==> config.mk <==
export PLATFORM = sky130hd
export DESIGN_NAME = cgra_mp_arbiter
export DESIGN_NICKNAME = d
export VERILOG_FILES = /design/src/rtl/cgra_mp_arbiter.sv
export SDC_FILE = /design/constraint.sdc
export NUM_CORES = 1
export LEC_CHECK = 0
export BUFFER_PORTS_ARGS = -buffer_cell sky130_fd_sc_hd__buf_2
export CAP_MARGIN = 5
export CORE_AREA = 2 2 204 206
export CTS_BUF_LIST = sky130_fd_sc_hd__clkbuf_4
export CTS_CLUSTER_DIAMETER = 60
export DETAILED_ROUTE_END_ITERATION = 10
export DIE_AREA = 0 0 206 208
export HOLD_SLACK_MARGIN = 0.08
export SYNTH_ARGS = -nofsm -noshare
export SYNTH_HDL_FRONTEND = slang
export SYNTH_SLANG_ARGS = --single-unit
==> constraint.sdc <==
create_clock -name clk_i -period 8.1 [get_ports clk_i]
set_input_delay 1.62 -clock clk_i [delete_from_list [all_inputs] [get_ports clk_i]]
set_output_delay 1.62 -clock clk_i [all_outputs]
set_load 0.05 [all_outputs]
==> src/rtl/cgra_mp_arbiter.sv <==
// cgra_mp_arbiter
// Round-robin merge of the CGRA's OBI master ports onto one downstream OBI
// master port. An ID FIFO records which port issued each granted
// transaction, so that in-order responses are routed back to that port.
//
// Ports
//   clk_i   : clock
//   rst_ni  : asynchronous active-low reset
//   req_i   : upstream requests, one per CGRA port
//   resp_o  : upstream responses (grant, rvalid, rdata)
//   req_o   : merged downstream request
//   resp_i  : downstream response
//   busy_o  : an outstanding transaction exists or any port is requesting
//   err_o   : sticky; set when rvalid arrives with nothing outstanding
//
// Handshake semantics: a request transfers in the cycle where req=1 and
// gnt=1. Once req_o.req is raised it is held with unchanged fields until
// gnt. rvalid is a single-cycle pulse with no back-pressure, and responses
// return in issue order.

package cgra_pkg;
  localparam int unsigned MP = 4;

  typedef struct packed {
    logic        req;
    logic        we;
    logic [3:0]  be;
    logic [31:0] addr;
    logic [31:0] wdata;
  } obi_req_t;

  typedef struct packed {
    logic        gnt;
    logic        rvalid;
    logic [31:0] rdata;
  } obi_resp_t;
endpackage

module cgra_mp_arbiter
  import cgra_pkg::*;
#(
  parameter int unsigned N_REQ   = cgra_pkg::MP,
  parameter int unsigned MAX_OUT = 2
) (
  input  logic                  clk_i,
  input  logic                  rst_ni,
  input  obi_req_t  [N_REQ-1:0] req_i,
  output obi_resp_t [N_REQ-1:0] resp_o,
  output obi_req_t              req_o,
  input  obi_resp_t             resp_i,
  output logic                  busy_o,
  output logic                  err_o
);

  localparam int unsigned PW = (N_REQ > 1) ? $clog2(N_REQ) : 1;
  localparam int unsigned CW = $clog2(MAX_OUT + 1);
  localparam int unsigned FW = (MAX_OUT > 1) ? $clog2(MAX_OUT) : 1;

  logic [PW-1:0] ptr;
  logic [PW-1:0] lock_idx;
  logic          lock;
  logic [CW-1:0] count;
  logic [FW-1:0] wr_ptr;
  logic [FW-1:0] rd_ptr;
  logic [PW-1:0] id_fifo [MAX_OUT];

  logic [PW-1:0] rr_sel;
  logic          rr_found;
  logic [PW-1:0] sel;
  logic [PW-1:0] head;
  logic          can_issue;
  logic          push;
  logic          pop;
  logic          any_req;

  function automatic logic [FW-1:0] fifo_inc(input logic [FW-1:0] p);
    return (32'(p) == MAX_OUT - 1) ? '0 : FW'(32'(p) + 1);
  endfunction

  function automatic logic [PW-1:0] port_inc(input logic [PW-1:0] p);
    return (32'(p) == N_REQ - 1) ? '0 : PW'(32'(p) + 1);
  endfunction

  // First requesting port at or after ptr, wrapping. Falls back to port 0.
  always_comb begin
    logic [PW-1:0] idx;
    rr_sel   = '0;
    rr_found = 1'b0;
    any_req  = 1'b0;
    for (int k = 0; k < N_REQ; k++) begin
      idx = PW'((32'(ptr) + 32'(k)) % N_REQ);
      if (!rr_found && req_i[idx].req) begin
        rr_found = 1'b1;
        rr_sel   = idx;
      end
      any_req = any_req | req_i[k].req;
    end
  end

  // A stalled request keeps its port so req_o stays stable until granted.
  assign sel       = lock ? lock_idx : rr_sel;
  assign can_issue = (count < CW'(MAX_OUT));
  assign head      = id_fifo[rd_ptr];

  always_comb begin
    req_o     = req_i[sel];
    req_o.req = req_i[sel].req & can_issue;
  end

  assign push = req_o.req & resp_i.gnt;
  assign pop  = resp_i.rvalid & (count != '0);

  always_comb begin
    for (int i = 0; i < N_REQ; i++) begin
      resp_o[i].gnt    = push & (sel == PW'(i));
      resp_o[i].rvalid = pop & (head == PW'(i));
      resp_o[i].rdata  = resp_i.rdata;
    end
  end

  assign busy_o = (count != '0) | any_req;

  always_ff @(posedge clk_i or negedge rst_ni) begin
    if (!rst_ni) begin
      ptr      <= '0;
      lock     <= 1'b0;
      lock_idx <= '0;
      count    <= '0;
      wr_ptr   <= '0;
      rd_ptr   <= '0;
      err_o    <= 1'b0;
    end else begin
      // Lock follows "offered but not granted"; a handshake clears it.
      lock <= req_o.req & ~resp_i.gnt;
      if (req_o.req & ~resp_i.gnt) lock_idx <= sel;

      if (push) begin
        ptr    <= port_inc(sel);
        wr_ptr <= fifo_inc(wr_ptr);
      end
      if (pop) rd_ptr <= fifo_inc(rd_ptr);

      case ({push, pop})
        2'b10:   count <= count + CW'(1);
        2'b01:   count <= count - CW'(1);
        default: count <= count;
      endcase

      if (resp_i.rvalid && count == '0) err_o <= 1'b1;
    end
  end

  // ID storage needs no reset: entries are only read once written.
  always_ff @(posedge clk_i) begin
    if (push) id_fifo[wr_ptr] <= sel;
  end

endmodule

==> metrics <==
status complete, no violations; r2r startpoint lock; Reg power frac 0.048; flops & latches, synth 14; Worst Hold Class reg -> reg; P_int 788 uW; pre-CTS WS 1.41 ns; Mapped Cells 614; final setup vio count 0; Multi-input gate area 2400 um2; routed vias/inst 3.72; fin crit share 0.805; Worst Setup End Kind output port; io pins 524; Post-synth EDFFs 4; min-delay src err_o; pin count of the biggest net entering global routing 87; Final HPWL DP 15,900 um; FP Rows 74; Register Area 370 um2; Slew HR 0.353; Netlist cell types 37; DRT iter0 DRCs 221; port buffer count 363; final worst slack 1.58 ns; antenna violations before repair 3; P_leak 0.00253 uW; synthesized area per cell 6.42 um2; Worst Tran Pin Value 0.970 ns; max-cap viol count 0; Cell Area, Synth 3940 um2; Layout Area Growth over Synthesis 36.2%; Final Hold Viols 0; sequential share of the synthesized area 0.0940; CP max FO 86; die width 206 um; clk sinks 14; post-cts repair resize count 0; CTS clk-pin slew, worst paths 0.08 ns; final WL 18,900 um; Clock Power Share 0.014; pins over their slew limit 0; most numerous cell in the Yosys netlist nand2_1; Final Net Count 1,131; Sw Ratio 0.730; unrepaired setup endpoints after global routing no; Post-CTS Setup Inserts 0; clk buf depth 2; DR WL/cell 14.1 um; Net Count, Synth 935; ant diodes 0; Global Route Usage Sum 0.0782; type of origin of the critical path input pin; skew final 0.00537 ns; CTS tree yes; core area 40,600 um2; Congestion Overflow GR 0; H-tree Lvls 1; WP data required 6.48 ns; NetSw 2130 uW; top-area cell type share of the netlist area 0.244; total negative slack 0 ns; fraction of layout cells with a size suffix above 1 0.467; Num CTS Buffers 3; Die Y 208 um; Post-CTS Hold Buffers 0; Worst Setup SP req_i[69]; FFs w/ async S/R, synth 0.714; CP arrival 4.90 ns; Final min period 6.52 ns; pwr/cell area 544 nW/um2; Comb pwr share 0.938; Pre-antenna DRT Iters 4; Clk Latency, worst-skew pair 0.28 ns; Filler cells 4,770; vias after detailed routing 4,983; remaining antenna violation count 0; Die ar. 42,800 um2; Starting Density 0.0972; leading area contributor after synthesis buf_4; Fmax 153 MHz; Synth top cells by count nand2_1, buf_4, a211oi_1, and2_1, a31oi_1; Synth Warn # 0; Final Wtd Congestion 0.832; CP Class in -> out; first-pass GRT wire length 26,000 um; Residual DRC 0; VDD IR max 0.220 mV; Root Buffer clkbuf_4; most common flop cell mapped by yosys dfrtp_1; number of global-route vias before repair 4,501; top area cells in the synthesized netlist buf_4, nand2_1, a211oi_1, and2_1, a31oi_1
-- power by group through the flow --
| stage | clock, uW | combinational (uW) | sequential, uW |
|---|---|---|---|
| 2_1_floorplan | 0 | 2300 | 123 |
| 3_3_place_gp | 0 | 2720 | 140 |
| 3_5_place_dp | 0 | 2750 | 141 |
| 4_1_cts | 41.3 | 2760 | 140 |
| 5_1_grt | 42.6 | 2920 | 144 |
| 6_report | 39.9 | 2740 | 141 |
-- sequential cells by signal, summed over array words and instances (netlist names) --
name,cells
count,2
err_o,1
id_fifo,4
lock,1
lock_idx,2
ptr,2
rd_ptr,1
wr_ptr,1
-- critical path, cell delays in order --
cell      delay (ns)
buf_2           0.14
nor2b_1         0.14
o31ai_1         0.55
nand2_4         0.57
inv_4           0.81
buf_4           0.46
a211oi_1        0.13
a31oi_1         0.19
buf_2           0.29
-- logic make-up after synthesis --
group / Yosys count / synth area share
buffers and inverters: 186 / 0.302
flip-flops: 14 / 0.0940
AO/OA/AOI/OAI: 154 / 0.269
adder cells (fa/ha/maj): 5 / 0.0159
XOR/XNOR: 5 / 0.0111
AND/OR/NAND/NOR: 244 / 0.290
multiplexers: 6 / 0.0181
-- stage by stage --
stage / hold WS (ns) / total power (uW) / instance area [um2] / instances / utilization
6_report: 0.465 / 2920 / 5370 / 1341 / 0.132
5_1_grt: 0.506 / 3100 / 5370 / 1341 / 0.132
4_1_cts: 0.468 / 2940 / 5370 / 1341 / 0.132
3_5_place_dp: 0.449 / 2890 / 5340 / 1337 / 0.132
3_3_place_gp: 0.439 / 2860 / 5340 / 1337 / 0.132
2_1_floorplan: 0.455 / 2430 / 3940 / 614 / -
-- final cells by class --
class,count,area share
Multi-Input combinational cell,414,0.447
Timing Repair Buffer,368,0.348
Sequential cell,14,0.0690
Clock buffer,3,0.00420
Clock inverter,1,0.000700
Inverter,9,0.00676
Tap cell,532,0.124
-- routing by layer --
layer  track usage  vias up  wire length, um
met5             0        -               44
met1        0.0902     2222             7280
met2         0.143      365             9190
met4        0.0116        6              257
li1              -     2373                -
met3        0.0237       17             2080
-- worst paths after layout --
kind,end,slack [ns],depth (start not counted)
setup reg to reg,ptr[1],4.51,6
min in group asynchronous,count[1],1.19,1
max in group asynchronous,count[0],6.70,1
hold / removal,err_o,0.47,1
hold reg to reg,err_o,0.47,1
setup / recovery,req_o[59],1.58,9
-- layout by cell type, fill, tap and decap left out, types with 2 or more instances in the layout --
cell / n
nand3b_1: 2
o21ai_0: 3
nand3_1: 2
edfxtp_1: 4
and2_1: 70
a211oi_1: 70
xor2_1: 2
buf_2: 363
and2_0: 4
clkbuf_4: 3
nor2b_1: 2
dfrtp_1: 10
mux2_4: 2
inv_1: 8
a32oi_1: 2
a31oi_1: 69
buf_4: 4
nor3_1: 2
xnor2_1: 3
nand2_1: 145
a21oi_1: 3
mux2i_1: 3
nor2_1: 12
ha_1: 5
Note: power is estimated with default switching activity, not from simulation.
